## src/rtl/hht_pkg.sv

```systemverilog
// Shared types and default sizes for the HHT column-engine fetch sequencer.
package hht_pkg;

    // Defaults for the sequencer's parameters
    localparam int unsigned HHT_DATA_W = 32;
    localparam int unsigned HHT_V_SIZE = 9;
    localparam int unsigned HHT_SEL_W  = 4;

    typedef enum logic [1:0] {
        IDLE,
        LOAD_V,
        STREAM,
        DONE
    } hht_sched_state_t;

endpackage

```

## src/rtl/hht_mod_cnt.sv

```systemverilog
// Modulo-MOD counter with synchronous clear and increment; wraps MOD-1 -> 0.
module hht_mod_cnt #(
    parameter int unsigned MOD = 9,
    parameter int unsigned W   = 4
) (
    input  logic         Clk,
    input  logic         Rst,
    input  logic         clr,
    input  logic         inc,
    output logic [W-1:0] count
);

    logic at_max;

    assign at_max = (count == W'(MOD - 1));

    // Count state: clear has priority over increment
    always_ff @(posedge Clk or posedge Rst) begin
        if (Rst) begin
            count <= '0;
        end else if (clr) begin
            count <= '0;
        end else if (inc) begin
            count <= at_max ? '0 : count + W'(1);
        end
    end

endmodule

```

## src/rtl/hht_fetch_sched.sv

```systemverilog
// Fetch sequencer for the HHT column engine: loads the v-value bank, then streams column
// words through one shared combinational read port under a valid/ready handshake.
module hht_fetch_sched
    import hht_pkg::*;
#(
    parameter int unsigned DATA_W = HHT_DATA_W,
    parameter int unsigned V_SIZE = HHT_V_SIZE,
    parameter int unsigned SEL_W  = HHT_SEL_W
) (
    input  logic                     Clk,
    input  logic                     Rst,
    input  logic                     start,
    input  logic [DATA_W-1:0]        v_base,
    input  logic [DATA_W-1:0]        col_base,
    input  logic [DATA_W-1:0]        csize,
    output logic [DATA_W-1:0]        mem_addr,
    output logic                     mem_rd,
    input  logic [DATA_W-1:0]        mem_rdata,
    output logic [V_SIZE*DATA_W-1:0] v_vals,
    output logic [DATA_W-1:0]        col_data,
    output logic                     col_valid,
    input  logic                     col_ready,
    output logic [SEL_W-1:0]         v_sel,
    output logic                     busy,
    output logic                     done
);

    hht_sched_state_t state;

    logic [DATA_W-1:0]        v_base_q;
    logic [DATA_W-1:0]        col_base_q;
    logic [DATA_W-1:0]        csize_q;
    logic [DATA_W-1:0]        ci;
    logic [V_SIZE*DATA_W-1:0] v_bank;
    logic [SEL_W-1:0]         vi;
    logic [SEL_W-1:0]         sel;
    logic                     accept;
    logic                     handshake;
    logic                     vi_last;

    assign accept    = (state == IDLE) && start;
    assign handshake = (state == STREAM) && col_ready;
    assign vi_last   = (vi == SEL_W'(V_SIZE - 1));
    assign v_vals    = v_bank;

    // Index of the v-value being loaded
    hht_mod_cnt #(
        .MOD (V_SIZE),
        .W   (SEL_W)
    ) u_vi_cnt (
        .Clk   (Clk),
        .Rst   (Rst),
        .clr   (accept),
        .inc   (state == LOAD_V),
        .count (vi)
    );

    // v-value selector for the current column word, advances on each accepted beat
    hht_mod_cnt #(
        .MOD (V_SIZE),
        .W   (SEL_W)
    ) u_sel_cnt (
        .Clk   (Clk),
        .Rst   (Rst),
        .clr   (accept),
        .inc   (handshake),
        .count (sel)
    );

    // Job FSM with captured job parameters, stream index and the v-value bank
    always_ff @(posedge Clk or posedge Rst) begin
        if (Rst) begin
            state      <= IDLE;
            v_base_q   <= '0;
            col_base_q <= '0;
            csize_q    <= '0;
            ci         <= '0;
            v_bank     <= '0;
        end else begin
            unique case (state)
                IDLE: begin
                    if (start) begin
                        v_base_q   <= v_base;
                        col_base_q <= col_base;
                        csize_q    <= csize;
                        ci         <= '0;
                        state      <= LOAD_V;
                    end
                end
                LOAD_V: begin
                    for (int k = 0; k < V_SIZE; k++) begin
                        if (vi == SEL_W'(k)) begin
                            v_bank[k*DATA_W +: DATA_W] <= mem_rdata;
                        end
                    end
                    if (vi_last) begin
                        state <= (csize_q != '0) ? STREAM : DONE;
                    end
                end
                STREAM: begin
                    if (col_ready) begin
                        ci <= ci + DATA_W'(1);
                        if (ci == csize_q - DATA_W'(1)) begin
                            state <= DONE;
                        end
                    end
                end
                DONE: begin
                    state <= IDLE;
                end
                default: begin
                    state <= IDLE;
                end
            endcase
        end
    end

    // Memory port and datapath outputs decoded from the current state
    always_comb begin
        mem_rd    = 1'b0;
        mem_addr  = '0;
        col_valid = 1'b0;
        col_data  = '0;
        v_sel     = '0;
        busy      = 1'b0;
        done      = 1'b0;
        unique case (state)
            IDLE: begin
            end
            LOAD_V: begin
                mem_rd   = 1'b1;
                mem_addr = v_base_q + DATA_W'(vi);
                busy     = 1'b1;
            end
            STREAM: begin
                mem_rd    = 1'b1;
                mem_addr  = col_base_q + ci;
                col_valid = 1'b1;
                col_data  = mem_rdata;
                v_sel     = sel;
                busy      = 1'b1;
            end
            DONE: begin
                done = 1'b1;
            end
            default: begin
            end
        endcase
    end

endmodule
```

## config.mk

```make
export PLATFORM = sky130hd
export DESIGN_NAME = hht_fetch_sched
export DESIGN_NICKNAME = d
export VERILOG_FILES = /design/src/rtl/hht_pkg.sv /design/src/rtl/hht_mod_cnt.sv /design/src/rtl/hht_fetch_sched.sv
export SDC_FILE = /design/constraint.sdc
export NUM_CORES = 1
export LEC_CHECK = 0
export CORE_MARGIN = 2
export CORE_UTILIZATION = 54
export CTS_CLUSTER_SIZE = 14
export DETAILED_ROUTE_END_ITERATION = 10
export PLACE_DENSITY = 0.86
export SETUP_SLACK_MARGIN = 0.3
export SLEW_MARGIN = 20
export SYNTH_ARGS = -nofsm -noshare
export SYNTH_HDL_FRONTEND = slang
export SYNTH_SLANG_ARGS = --single-unit
export TNS_END_PERCENT = 10
```

## constraint.sdc

```tcl
create_clock -name Clk -period 24.3 [get_ports Clk]
set_clock_uncertainty 0.1 [all_clocks]
set_input_delay 4.86 -clock Clk [delete_from_list [all_inputs] [get_ports Clk]]
set_output_delay 4.86 -clock Clk [all_outputs]
set_load 0.03 [all_outputs]
```

==> flow_summary.yaml <==
global_route:
  grt_pass1_wl_um: 98990
  antenna_found_initial: 7
  grt_max_degree: 111
  grt.overflow.total: 0
  gr-usage-all-layers_pct: 33.21
  grt_pass1_vias: 16870
worst_hold_path:
  min_path_type: "flop to flop"
  hold_depth: 2
logic_synthesis:
  ys.warnings.count: 0
  syn-num-nets: 2026
  syn_area_um2: 20390
  synth_area_leaders: "dfrtp_1, mux2_2, nand2_1, ha_1, xnor2_1"
  synth_most_common_cell: "dfrtp_1"
  synthArstFlopShare_pct: 100.0
  synth_common_cells: "dfrtp_1, nand2_1, mux2_2, nor2_1, clkbuf_1"
  syn_area_per_cell_um2: 11.06
  ys_seq_area_share_pct: 52.27
  synth_top_area_share_pct: 52.27
  synth_top_cell_by_area: "dfrtp_1"
  syn_inst: 1844
  synth.distinct_cells: 70
  synth-edff-count: 0
  synth-main-ff-cell: "dfrtp_1"
  synth-seq-cells: 426
run_status:
  status: "complete, no violations"
floorplanning:
  rows: 71
  die-area_um2: 39340
  die_y_um: 198.3
  initial_core_util_pct: 54.53
  ios: 492
  die_w_um: 198.3
  core_area_um2: 37400
finish:
  multi_input_area_um2: 9209
  seq_area_um2: 10660
  n_fill_cell: 2460
  final_area_um2: 27320
  final_nets: 2469
  drive_gt1_share_pct: 17.74
  syn_to_final_growth_pct: 33.98
detailed_routing:
  wirelength_um: 65230
  viasPerCell: 5.697
  drtIter0Drc: 905
  wl_per_cell_um: 22.96
  firstDrtPassIters: 5
  drc_errors: 0
  drtAntennaViolNets: 0
  dr_total_vias: 16190
cts:
  clock_path_buffers: 3
  cts_tree: "built"
  post_cts_buffers: 0
  clk_pin_slew_ns: 0.06
  ctsHoldBuffers: 0
  cts_buffers: 46
  clock-sinks: 426
  clock_latency_ns: 0.59
  root_buffer: "clkbuf_16"
  cts_resized: 0
  cts_max_level: 2
sta:
  timing.final.crit_share_pct: 47.82
  worst_pin_slew_ns: 0.9764
  slew_viol_final: 0
  rsz0062_at_grt: "no"
  worst_hold_slack_ns: 0.3833
  hold_viol: 0
  fmax_mhz: 86.05
  slew-limit-headroom_pct: 34.90
  fin_crit_ns: 11.62
  finalSetupTns_ns: 0
  finalSetupViolations: 0
pwr:
  power_density_nw_per_um2: 64.90
  p_switching_uw: 490.8
  combPwrFrac_pct: 15.1
  p_int_uw: 1282
  peakVddDrop_mv: 0.07608
  p_sw_share_pct: 27.68
  clkPwrFrac_pct: 41.4
  seqPwrFrac_pct: 43.4
  leakagePower_uw: 0.01216
setup_path:
  crit_path_start_kind: "input pin"
  worst_ep_arrival_time_ns: 6.66
  worstSetupPathType: "input pin to output pin"
  reg2reg_slack_ns: 20.15
  path_max_fanout: 10
  setup.worst_path.end: "col_data[30]"
  reg2reg_to: "ci[29]"
  cp-startpoint: "mem_rdata[30]"
  ff2ff_path_depth: 11
  end_kind: "output pin"
  crit-reg2reg-launch: "state[0]"
  crit_required_ns: 19.34
placement:
  placed_area_um2: 25660
  portBuffers: 491
  dpl.hpwl_um: 43730
  place_congestion: 0.9388
flow_run:
  maxCapViolCount: 0
## layer usage
| metal | part of all wire [%] | GRT usage (%) | up-vias |
|---|---|---|---|
| li1 | - | - | 7199 |
| met1 | 37 | 38.68 | 8161 |
| met2 | 50 | 56.79 | 635 |
| met3 | 8.0 | 8.738 | 191 |
| met4 | 5.4 | 16.54 | 0 |
| met5 | 0 | 0 | - |
## area by class of cell
type / count / area share [%]
clock inverters: 22 / 1.007
flip-flops and latches: 426 / 39.02
repair buffers: 510 / 18.67
diodes: 7 / 0.06411
well taps: 511 / 2.340
clock buffers: 62 / 4.799
multi-input cells: 1276 / 33.70
inverters: 27 / 0.3984
## cells in the final DEF, fill, tap and decap left out, types with 8 or more instances in the layout
cell type	count
clkdlybuf4s50_1	491
dfrtp_1	426
nand2_1	329
mux2_2	290
nor2_1	77
xnor2_1	62
xor2_1	58
ha_1	47
clkbuf_16	46
and2_1	42
a21oi_1	39
nand3_1	33
o21ai_0	30
nor2b_1	28
inv_1	26
nand4_1	18
and3_1	18
nor3_1	17
a22oi_1	17
a21o_1	14
buf_4	14
nor4_1	13
o22ai_1	13
mux2i_1	11
or3_1	10
clkbuf_8	10
a31oi_1	9
clkinv_2	8
## critical path, cell delays in order
cell and delay [ns]:
clkdlybuf4s50_1 0.83, and2_1 0.22, clkdlybuf4s50_1 0.73
## power by group through the flow
| stage | Sequential (µW) | Combinational, µW | Clock [µW] |
|---|---|---|---|
| finish | 770 | 269 | 735 |
| global route | 773 | 283 | 772 |
| CTS | 769 | 269 | 743 |
| detailed placement | 780 | 266 | 0 |
| global placement | 778 | 261 | 0 |
| floorplan | 823 | 95.3 | 0 |
## metrics by stage
| stage | instances | power, µW | setup slack [ns] | util (%) |
|---|---|---|---|---|
| 2_1_floorplan | 1844 | 918.8 | 7.478 | - |
| 3_3_place_gp | 2748 | 1039 | 12.73 | 68.61 |
| 3_5_place_dp | 2748 | 1046 | 12.72 | 68.61 |
| 4_1_cts | 2832 | 1780 | 12.69 | 72.85 |
| 5_1_grt | 2839 | 1828 | 12.69 | 73.04 |
| 6_report | 2841 | 1773 | 12.68 | 73.06 |
## worst min path at each step
stage / startpoint / to / slack [ns]
after global placement: col_base_q[8] / col_base_q[8] / 0.37
final: col_base_q[2] / col_base_q[2] / 0.38
after CTS: col_base_q[2] / col_base_q[2] / 0.39
after detailed placement: col_base_q[2] / col_base_q[2] / 0.37
after global routing: col_base_q[0] / col_base_q[0] / 0.41
after floorplan: col_base_q[0] / col_base_q[0] / 0.35
## logic make-up after synthesis
logic type | synth area share, %
compound gates | 5.332
flops | 52.27
xor+xnor | 5.154
mux | 16.61
fa+ha+maj | 3.141
buf+inv | 2.706
simple gates | 14.79
## flip-flops by register name (all words and copies together) (netlist names)
name and count:
v_vals 288, state 2, u_vi_cnt.count 4, csize_q 32
col_base_q 32, u_sel_cnt.count 4, v_base_q 32, ci 32
Note: power is estimated with default switching activity, not from simulation.
